$ cat config.mk
export PLATFORM = sky130hd
export DESIGN_NAME = ccd_linear_timing_gen
export DESIGN_NICKNAME = d
export VERILOG_FILES = /design/src/rtl/ccd_linear_timing_gen.sv
export SDC_FILE = /design/constraint.sdc
export NUM_CORES = 1
export LEC_CHECK = 0
export ABC_AREA = 1
export CAP_MARGIN = 25
export CELL_PAD_IN_SITES_DETAIL_PLACEMENT = 1
export CELL_PAD_IN_SITES_GLOBAL_PLACEMENT = 1
export CORE_MARGIN = 2
export CORE_UTILIZATION = 42
export CTS_BUF_LIST = sky130_fd_sc_hd__clkbuf_8
export CTS_CLUSTER_DIAMETER = 80
export CTS_CLUSTER_SIZE = 8
export DETAILED_ROUTE_END_ITERATION = 7
export GPL_ROUTABILITY_DRIVEN = 0
export PLACE_DENSITY = 0.87
export SYNTH_ARGS = -nofsm -noshare
export SYNTH_HDL_FRONTEND = slang
export SYNTH_SLANG_ARGS = --single-unit
$ cat constraint.sdc
create_clock -name sys_clk -period 3.35 [get_ports sys_clk]
set_input_delay 0.67 -clock sys_clk [delete_from_list [all_inputs] [get_ports sys_clk]]
set_output_delay 0.67 -clock sys_clk [all_outputs]
set_load 0.05 [all_outputs]
$ cat src/rtl/ccd_linear_timing_gen.sv
// ccd_linear_timing_gen: linear CCD timing generator with pixel divider, LOAD/TRAN/WAIT line sequencer and registered drive outputs.
module ccd_linear_timing_gen #(
    parameter int LINE_PIXELS = 2088,
    parameter int LOAD_CLKS   = 13,
    parameter int SH_START    = 2,
    parameter int SH_STOP     = 10,
    parameter int CNT_W       = 23
) (
    input  logic             sys_clk,
    input  logic             sys_rst,
    input  logic [7:0]       f1_div,
    input  logic [CNT_W-1:0] line_period,
    input  logic             trig_mode,
    input  logic             trig,
    output logic             sh,
    output logic             f1,
    output logic             f2,
    output logic             rs,
    output logic             cp,
    output logic             pclk,
    output logic             rs_plus,
    output logic             os_tvalid,
    output logic [CNT_W-1:0] pix_idx,
    output logic             line_start,
    output logic             busy
);
    localparam logic [1:0] IDLE = 2'd0, LOAD = 2'd1, TRAN = 2'd2, WAIT = 2'd3;
    localparam logic [CNT_W-1:0] P_MIN     = CNT_W'(LOAD_CLKS + LINE_PIXELS + 2);
    localparam logic [CNT_W-1:0] LOAD_LAST = CNT_W'(LOAD_CLKS - 1);
    localparam logic [CNT_W-1:0] TRAN_LAST = CNT_W'(LINE_PIXELS - 1);

    logic [7:0] div_cnt, div_d, div_n, d_n, f1_even, eff_div;
    logic [1:0] state, state_n;
    logic [CNT_W-1:0] cnt, cnt_n, p_len, p_n;
    logic trig_lat, trig_n, pt, pend, go, last, pclk_n, rsp_n, cpp_n, load_n;

    always_comb begin
        f1_even = f1_div & 8'hFE;
        eff_div = f1_even < 8'd4 ? 8'd4 : f1_even;
        pt = div_cnt == div_d - 8'd1;
        div_n = pt ? 8'd0 : div_cnt + 8'd1;
        d_n = pt ? eff_div : div_d;
        pend = trig_lat | trig;
        go = pt && state == IDLE && (!trig_mode || pend);
        trig_n = state == IDLE && pend && !go;
        // WAIT runs P-LOAD_CLKS-LINE_PIXELS-1 periods, so its last count is P-P_MIN
        last = (state == LOAD && cnt == LOAD_LAST) || (state == TRAN && cnt == TRAN_LAST) ||
               (state == WAIT && cnt == p_len - P_MIN);
        state_n = go ? LOAD : (pt && state != IDLE && last) ? (state == WAIT ? IDLE : state + 2'd1) : state;
        cnt_n = (go || (pt && last)) ? '0 : (pt && state != IDLE) ? cnt + CNT_W'(1) : cnt;
        p_n = go ? (line_period > P_MIN ? line_period : P_MIN) : p_len;
        pclk_n = div_n < {1'b0, d_n[7:1]};
        rsp_n = div_n < 8'd2;
        cpp_n = div_n[7:1] == 7'd1;
        load_n = state_n == LOAD;
    end

    always_ff @(posedge sys_clk) begin
        if (sys_rst) begin
            div_cnt    <= '0;
            div_d      <= eff_div;
            state      <= IDLE;
            cnt        <= '0;
            p_len      <= P_MIN;
            trig_lat   <= 1'b0;
            sh         <= 1'b0;
            f1         <= 1'b0;
            f2         <= 1'b1;
            rs         <= 1'b0;
            cp         <= 1'b0;
            pclk       <= 1'b0;
            rs_plus    <= 1'b0;
            os_tvalid  <= 1'b0;
            pix_idx    <= '0;
            line_start <= 1'b0;
            busy       <= 1'b0;
        end else begin
            div_cnt    <= div_n;
            div_d      <= d_n;
            state      <= state_n;
            cnt        <= cnt_n;
            p_len      <= p_n;
            trig_lat   <= trig_n;
            sh         <= load_n && cnt_n > CNT_W'(SH_START) && cnt_n < CNT_W'(SH_STOP);
            f1         <= ~(pclk_n | load_n);
            f2         <= pclk_n | load_n;
            rs         <= rsp_n & ~load_n;
            cp         <= cpp_n & ~load_n;
            pclk       <= pclk_n;
            rs_plus    <= rsp_n;
            os_tvalid  <= state_n == TRAN;
            pix_idx    <= state_n == TRAN ? cnt_n : '0;
            line_start <= go;
            busy       <= state_n != IDLE;
        end
    end
endmodule
== Word-level counts from Yosys, hierarchy flattened ==
Index checks and enable logic that the tools add are counted.

* Logic and storage cells: 79
* Output and inout port bits: 33
* Register bits: 98
* Bits of input ports: 35

* Reduce and logical (&&, ||, !) cells: 23
* Bitwise gates (word level): 7
* Multiplexer cells: 10
* Magnitude comparators: 6
* Add/sub/neg operators: 5
* Equality and inequality tests: 10

{| class="wikitable"
|+ Operator list
! kind !! count
|-
| 2-to-1 mux 23 bit || 3
|-
| 2-to-1 mux 8 bit || 4
|-
| adder 23 x 1 -> 23 bit (second input constant) || 1
|-
| == test 23 x 12 -> 1 bit (second input constant) || 1
|-
| == test 23 bit || 1
|-
| == test 23 x 4 -> 1 bit (second input constant) || 1
|-
| > comparator 23 x 12 -> 1 bit (second input constant) || 1
|-
| > comparator 23 x 2 -> 1 bit (second input constant) || 1
|-
| less-than comparator 23 x 4 -> 1 bit (second input constant) || 1
|-
| subtractor 23 x 12 -> 23 bit (second input constant) || 1
|-
| logical AND 1 bit || 12
|-
| adder 8 x 1 -> 8 bit (second input constant) || 1
|-
| == test 8 bit || 1
|-
| less-than comparator 8 x 2 -> 1 bit (second input constant) || 1
|-
| less-than comparator 8 x 3 -> 1 bit (second input constant) || 1
|-
| less-than comparator 8 x 7 -> 1 bit || 1
|-
| subtractor 8 x 1 -> 8 bit (second input constant) || 1
|-
| == test 7 x 1 -> 1 bit (second input constant) || 1
|-
| == test 2 bit (second input constant) || 3
|-
| 2-to-1 mux 2 bit || 3
|-
| nonzero test 2 bit || 3
|-
| == test 2 x 1 -> 1 bit (second input constant) || 2
|-
| logical OR 1 bit || 4
|-
| NOT 1 bit || 3
|-
| other kinds (6) || 9
|}

== Longest topological paths before layout ==
Gate-level depths: netlist of run 1.

* Depth in word-level cells: 10
* Depth in mapped cells: 22
* Mapped depth without buffers: 22

== Worst setup path before layout of run 1 ==
No wires, ideal clock.

* Kind: register to register
* Start point: register div_d[1]
* End point: register f1
* Period minus slack after synthesis: 2.524 ns
* Cell stages (with the launch flop): 18
* Required time: 3.238 ns
* Data arrival time: 2.413 ns
* Setup time: 0.112 ns
* Slack: 0.826 ns
* Buffers on the path: 1
* Cell sequence: dfxtp_1 -> inv_1 -> ha_1 -> xnor2_1 -> nor2_1 -> nand2_1 -> nor2_2 -> nand2_2 -> clkbuf_1 -> o21ai_0 -> ha_1 -> o21ai_0 -> nand2_1 -> nand3_1 -> a21oi_1 -> nand3b_1 -> nand3_1 -> inv_1

* Cells in the longest elaborated chain, start to end: 9
* Elaborated cells on any way between the ends: 14
* Classes of those cells: add/sub (1); order compare (1); eq/ne (2); mux (4); bitwise (2); reduce/logical (4)

{| class="wikitable"
|+ Ends and longest elaborated chain
! element !! RTL line !! RTL
|-
| start, declared || 32 || <nowiki>logic [7:0] div_cnt, div_d, div_n, d_n, f1_even, eff_div;</nowiki>
|-
| start signal, assigned || 61 || <nowiki>div_d <= eff_div;</nowiki>
|-
| start signal, assigned || 79 || <nowiki>div_d <= d_n;</nowiki>
|-
| branches (longest 7 deep; another with subtractor 8 x 1 -> 8 bit) || -- ||
|-
| OR 1 bit * || 85 || <nowiki>f1 <= ~(pclk_n | load_n);</nowiki>
|-
| NOT 1 bit * || 85 ||
|-
| end signal, assigned || 85 ||
|-
| end, declared || 16 || <nowiki>output logic f1,</nowiki>
|}

Mark *: on every way between the ends. The select of a mux whose other input is x is not followed.
A chain may end at the register's enable or synchronous reset.

== Final worst setup path of run 1 ==
* Start point: register div_d[1]
* End point: register cp

* Cells in the longest elaborated chain, start to end: 9
* Elaborated cells on any way between the ends: 13
* Classes of those cells: add/sub (1); eq/ne (3); mux (3); bitwise (2); reduce/logical (4)

{| class="wikitable"
|+ Ends and longest elaborated chain
! element !! RTL line !! RTL
|-
| subtractor 8 x 1 -> 8 bit * || 40 || <nowiki>pt = div_cnt == div_d - 8'd1;</nowiki>
|-
| == test 8 bit * || 40 ||
|-
| logical AND 1 bit (2 in series) || 49 || <nowiki>state_n = go ? LOAD : (pt && state != IDLE && last) ? (state == WAIT ? IDLE : state + 2'd1) : state;</nowiki>
|-
| 2-to-1 mux 2 bit (2 in series) || 49 ||
|-
| == test 2 x 1 -> 1 bit || 55 || <nowiki>load_n = state_n == LOAD;</nowiki>
|-
| NOT 1 bit || 88 || <nowiki>cp <= cpp_n & ~load_n;</nowiki>
|-
| bitwise AND 1 bit * || 88 ||
|-
| end signal, assigned || 88 ||
|-
| end, declared || 19 || <nowiki>output logic cp,</nowiki>
|}

Mark *: on every way between the ends. The rest lies on a longest branch, timed or not.

==> metrics.txt, run 1 <==
IR drop worst, VDD 0.202 mV; setup violators final 0; # fillers 1822; DRC 0; FMAX 327 MHz; Critical R2R Launch div_d[1]; post-DR vias/cell 5.11; combinational family with the most area after synthesis simple AND/OR/NAND/NOR gates; net switching power 0.659 mW; reg2reg setup slack 0.29 ns; Data required, critical path 3.64 ns; count of state elements after synthesis 97; max incr delay on CP 0.39 ns; clock group share of total power 36.7%; Final Critical Period 3.06 ns; ant diodes 0; Synth Area in Adders 3.17%; Worst Path Arrival 3.35 ns; IO Count 68; syn_nets 921; outcome finished, final reports clean; Worst Tran Pin Value 0.843 ns; xor-xnor portion of the synthesized cell area 5.92%; headroom to the max-slew limit 43.7%; CP max stage cell dfxtp_1; CTS HTree Levels 3; DP Area 0.00672 mm^2; count of input and output buffers 66; Main synth FF type dfxtp_1; endpoint type of the worst setup path flip-flop; sw frac 28.6%; clock skew 0.0194 ns; asr flop ratio synth 0%; multiplexer area fraction after synthesis 0.169%; Setup Crit Path Kind reg -> reg; initial antenna violation count 0; ratio of cells with drive above 1 in the final layout 10.6%; syn_area_per_cell 6.79 um^2; CP startpoint div_d[1]; power per cell area 333 mW/mm^2; Final Cycle Share 91.2%; global route overflow 0; clock sinks 97; post-route cell area 0.00694 mm^2; Flop pwr share 51.6%; Simple-Gate Fraction of Synth Area 39.9%; Core ar. 0.0138 mm^2; CP bufs+invs 5; synth-to-layout area growth 17.3%; Die ar. 0.0150 mm^2; clk buf depth 2; internal power 1.65 mW; cts repair resizes 0; 1st-iter DRT viols 325; Reg-to-Reg End cp; Slew Limit Fails 0; complex-gate fraction of the synthesized area 7.68%; cell count after synthesis 871; number of synthesized flops with an enable pin 0; Critical Path, Cell by Cell inv_1 > ha_1 > inv_1 > nand2_1 > nand2_1 > nand2_1 > nand2_1 > nand2_1 > nor2_2 > nand3_1 > inv_2 > buf_4 > nand2_1 > nand2_2 > nand3_4 > nand2_1 > inv_2 > nor4_1; Final TNS setup 0 ns; largest net degree at the start of global routing 68; Max Cap Viol 0; Tot GR Track Use 24.0%; Setup Buffers After CTS 0; most used cell, CP nand2_1; Post-Syn Area 0.00591 mm^2; worst skew pair latency 0.40 ns; R2R cell count 18; dpl cells 1099; clock slew at the register clock pins of the worst setup and hold paths 0.11 ns; vias in the first global route 5701; Leak Pwr 3.16 nW; vias 5697; Top Family by Delay on Critical Path simple AND/OR/NAND/NOR gates; Cell Rows 43; Detailed Routing Iterations Pass 1 4; hold_ws 0.487 ns; Logic pwr share 11.7%; CTS Buf Count 9; kind of path behind the tightest hold check reg -> reg; HPWL Detailed 13700 um; Max FO, Critical Path 21; hold bufs inserted after CTS 0; instance count on the critical path 18; WL final 17600 um; Pwr Total 2.31 mW; Fin. Hold Viols 0; ANT nets after route 0; CTS tree yes; CTS Root Cell clkbuf_8; Critical path destination cp; Ys Warns 0; startpoint types flip-flop; Final nets 980; first-pass GRT wire length 28300 um; Avg WL per Cell 15.8 um; Seq/Total Area, Yosys 32.8%; Synth cell types 44; RSZ-0062 raised after global routing no; Initial Utilization 42.8%; fin cells 1115; Die H 123 um; die width 123 um
[registers in the layout, indices dropped and copies added, names as in the netlist]
register,flops
cp,1
os_tvalid,1
f1,1
state,2
p_len,23
div_d,7
rs_plus,1
sh,1
pix_idx,23
cnt,23
line_start,1
busy,1
trig_lat,1
rs,1
div_cnt,8
pclk,1
f2,1
[cell families (layout without fill, tap and decap cells)]
kind of cell | count (synthesis) | after routing
flip-flops | 97 | 97
AND/OR/NAND/NOR | 498 | 498
buffers and inverters | 147 | 211
XOR/XNOR | 40 | 40
AO/OA/AOI/OAI | 73 | 73
multiplexers | 1 | 1
adder cells (fa/ha/maj) | 15 | 15
[routing by layer]
metal	up-vias	global-route usage, %	share of wire, %
met5	-	0	0
met4	0	8.12	1.8
met3	19	3.39	3.6
met2	92	38.9	46
met1	2686	32.7	49
li1	2900	-	-
[stage by stage]
| stage | worst slack, ns | utilization (%) |
|---|---|---|
| floorplan | 0.826 | - |
| global placement | 0.409 | 48.6 |
| detailed placement | 0.319 | 48.6 |
| CTS | 0.288 | 50.1 |
| global route | 0.00143 | 50.2 |
| finish | 0.294 | 50.2 |
[cell usage after synthesis (2+ instances only)]
| cell | number | area share [%] |
|---|---|---|
| a21oi_1 | 7 | 0.59 |
| o21ai_0 | 37 | 3.1 |
| xnor2_1 | 12 | 1.8 |
| nor2_1 | 105 | 6.7 |
| buf_2 | 7 | 0.59 |
| clkbuf_1 | 14 | 0.89 |
| nor3_2 | 21 | 3.6 |
| nand4_1 | 17 | 1.8 |
| buf_6 | 6 | 1.1 |
| nand2_2 | 15 | 1.6 |
| dfxtp_1 | 97 | 33 |
| nor3_1 | 22 | 1.9 |
| nand3b_1 | 6 | 0.76 |
| nor2_2 | 8 | 0.85 |
| nand2_4 | 2 | 0.38 |
| nand3_1 | 60 | 5.1 |
| o21ai_1 | 3 | 0.25 |
| nand3_2 | 8 | 1.4 |
| o31ai_1 | 11 | 1.4 |
| xor2_1 | 28 | 4.1 |
| nand2_1 | 215 | 14 |
| ha_1 | 15 | 3.2 |
| inv_2 | 9 | 0.57 |
| inv_1 | 107 | 6.8 |
| nor4_1 | 13 | 1.4 |
| buf_1 | 2 | 0.13 |
| nor2_4 | 2 | 0.38 |
| a32oi_1 | 6 | 0.89 |
[cell type report]
class                      instances  area [um^2]  area share [%]
clock buffer                       9          124            1.79
clock inverter                     7         95.1            1.37
inverter                         117          439            6.33
multi-input combinational        627         3370            48.5
sequential                        97         1940            28.0
tap                              180          225            3.25
timing repair buffer              78          746            10.7
[power by group through the flow]
stage	clock [mW]	combinational, mW	sequential [mW]
finish	0.846	0.271	1.19
global route	0.916	0.297	1.19
CTS	0.861	0.270	1.19
detailed placement	0	0.267	1.22
global placement	0	0.259	1.22
floorplan	0	0.141	1.24
[cell usage in the layout, fill, tap and decap left out, types with 2 or more instances in the layout]
| cell | n |
|---|---|
| nand2_2 | 14 |
| xor2_1 | 28 |
| inv_8 | 2 |
| nor2_1 | 105 |
| xnor2_1 | 12 |
| nand3b_1 | 6 |
| nor2_2 | 8 |
| dfxtp_1 | 97 |
| inv_6 | 2 |
| a32oi_1 | 6 |
| inv_2 | 9 |
| nor3_2 | 21 |
| clkdlybuf4s50_1 | 65 |
| nand4_1 | 17 |
| a21oi_1 | 7 |
| o21ai_0 | 37 |
| o31ai_1 | 11 |
| inv_1 | 107 |
| buf_4 | 12 |
| nand3_2 | 8 |
| o21ai_1 | 3 |
| nand2_1 | 215 |
| nand3_1 | 60 |
| nor2_4 | 2 |
| a21boi_1 | 2 |
| ha_1 | 15 |
| nor3_1 | 22 |
| nor4_1 | 13 |
| nand2_4 | 3 |
| clkbuf_8 | 9 |
[worst min path at each step]
| stage | from | endpoint | depth (start not counted) |
|---|---|---|---|
| 2_1_floorplan | div_cnt[0] | div_cnt[0] | 1 |
| 3_3_place_gp | div_cnt[0] | div_cnt[0] | 1 |
| 3_5_place_dp | div_cnt[0] | div_cnt[0] | 1 |
| 4_1_cts | div_cnt[0] | div_cnt[0] | 1 |
| 5_1_grt | div_cnt[0] | div_cnt[0] | 1 |
| 6_report | div_cnt[0] | div_cnt[0] | 1 |
(Power assumes the default switching activity.)
==> run 2, diff against run 1 <==
Settings changed: HOLD_SLACK_MARGIN set to 0.02, SETUP_SLACK_MARGIN set to 0.1.
==> metrics.txt, run 2 (synthesized netlist as in run 1, its figures left out) <==
worst skew pair latency 0.40 ns; initial antenna violation count 0; Detailed Routing Iterations Pass 1 4; clk buf depth 2; DRC 0; Worst Path Arrival 3.31 ns; Data required, critical path 3.62 ns; most frequent cells in the layout nand2_1, inv_1, nor2_1, dfxtp_1, clkdlybuf4s50_1; ANT nets after route 0; headroom to the max-slew limit 43.5%; setup violators final 0; ratio of cells with drive above 1 in the final layout 10.8%; Final nets 981; Slew Limit Fails 0; final core utilization 50.3%; CTS Buf Count 9; Leak Pwr 3.17 nW; multi-input combinational cell area 0.00338 mm^2; Final TNS setup 0 ns; clock skew 0.0171 ns; ant diodes 0; Tot GR Track Use 24.0%; 1st-iter DRT viols 301; largest net degree at the start of global routing 68; top sig layer met4; most used cell, CP nand2_1; FMAX 329 MHz; dpl cells 1099; Final Cycle Share 90.7%; Max Cap Viol 0; Final Critical Period 3.04 ns; clock sinks 97; Critical R2R Launch div_d[1]; Min-Delay Path Depth 1; CTS tree yes; WL final 17800 um; Initial Utilization 42.8%; Die H 123 um; reg2reg setup slack 0.31 ns; Register Area 0.00194 mm^2; clock slew at the register clock pins of the worst setup and hold paths 0.11 ns; count of input and output buffers 66; Critical Path, Cell by Cell inv_1 > ha_1 > inv_1 > nand2_1 > nand2_1 > nand2_1 > nand2_1 > nand2_1 > nor2_2 > nand2_2 > buf_4 > nor2_2 > clkinv_1 > nand3_2 > inv_2 > nand2_4 > nor3_1; hold bufs inserted after CTS 0; IO Count 68; WHS Endpoint div_cnt[0]; max incr delay on CP 0.39 ns; cts repair resizes 0; Setup Buffers After CTS 0; hold path startpoint div_cnt[0]; first-pass GRT wire length 28300 um; Pwr Total 2.31 mW; vias 5751; Avg WL per Cell 15.9 um; global route overflow 0; Met3 Routed Length 571 um; Cell Rows 43; post-DR vias/cell 5.15; met1 wire length 8720 um; Setup Crit Path Kind reg -> reg; Core ar. 0.0138 mm^2; outcome finished, final reports clean; HPWL Detailed 13700 um; synth-to-layout area growth 17.6%; CP bufs+invs 5; CTS Root Cell clkbuf_8; commonest non-fill, non-tap cell in the layout nand2_1; fin cells 1116; CP max stage cell dfxtp_1; power per cell area 332 mW/mm^2; die width 123 um; endpoint type of the worst setup path flip-flop; Worst Tran Pin Value 0.847 ns; Largest regs cnt x23, p_len x23, pix_idx x23; CTS HTree Levels 3; # fillers 1820; Fin. Hold Viols 0; IR drop worst, VDD 0.202 mV; WL met2 8160 um; R2R cell count 17; vias in the first global route 5701; RSZ-0062 raised after global routing yes; Die ar. 0.0150 mm^2; Max FO, Critical Path 26; kind of path behind the tightest hold check reg -> reg; Top Family by Delay on Critical Path simple AND/OR/NAND/NOR gates; Reg-to-Reg End pix_idx[0]; startpoint types flip-flop
-- run 2: final cells by class --
type                            count  area share (%)
Inverter                          117            6.32
Clock buffer                        9            1.78
Timing Repair Buffer               78            10.7
Tap cell                          180            3.24
Sequential cell                    97            27.9
Clock inverter                      7            1.37
Multi-Input combinational cell    628            48.7
-- run 2: power breakdown --
part,internal [mW],switching [mW],leakage [nW]
sequential,1.17,0.0174,0.786
clock,0.368,0.477,0.111
combinational,0.107,0.164,2.27
-- run 2: routing by layer --
layer / vias up / track usage, %
met4: 0 / 8.12
met2: 91 / 38.9
met5: - / 0
met3: 21 / 3.39
met1: 2734 / 32.7
li1: 2905 / -
-- run 2: metrics by stage --
| stage | setup slack [ns] | hold slack (ns) | cell area (um^2) |
|---|---|---|---|
| detailed placement | 0.319 | 0.465 | 6720 |
| floorplan | 0.826 | 0.430 | 5910 |
| global route | 0.0366 | 0.530 | 6950 |
| CTS | 0.288 | 0.490 | 6930 |
| finish | 0.313 | 0.487 | 6950 |
| global placement | 0.409 | 0.455 | 6720 |
-- run 2: worst max-delay path by stage --
stage                     slack (ns)  startpoint         end  cells after the start
after CTS                       0.29    div_d[1]          sh                     19
final                           0.31    div_d[1]  pix_idx[0]                     17
after detailed placement        0.32    div_d[1]  pix_idx[6]                     17
after global routing            0.04    div_d[1]          sh                     20
after global placement          0.41    div_d[1]          sh                     19
after floorplan                 0.83    div_d[1]          f1                     17
-- run 2: worst register-to-register path, cell delays in order (launching register included) --
cell      delay [ns]
dfxtp_1         0.39
inv_1           0.10
ha_1            0.28
inv_1           0.12
nand2_1         0.08
nand2_1         0.07
nand2_1         0.04
nand2_1         0.06
nand2_1         0.07
nor2_2          0.22
nand2_2         0.10
buf_4           0.21
nor2_2          0.13
clkinv_1        0.31
nand3_2         0.25
inv_2           0.06
nand2_4         0.33
nor3_1          0.10
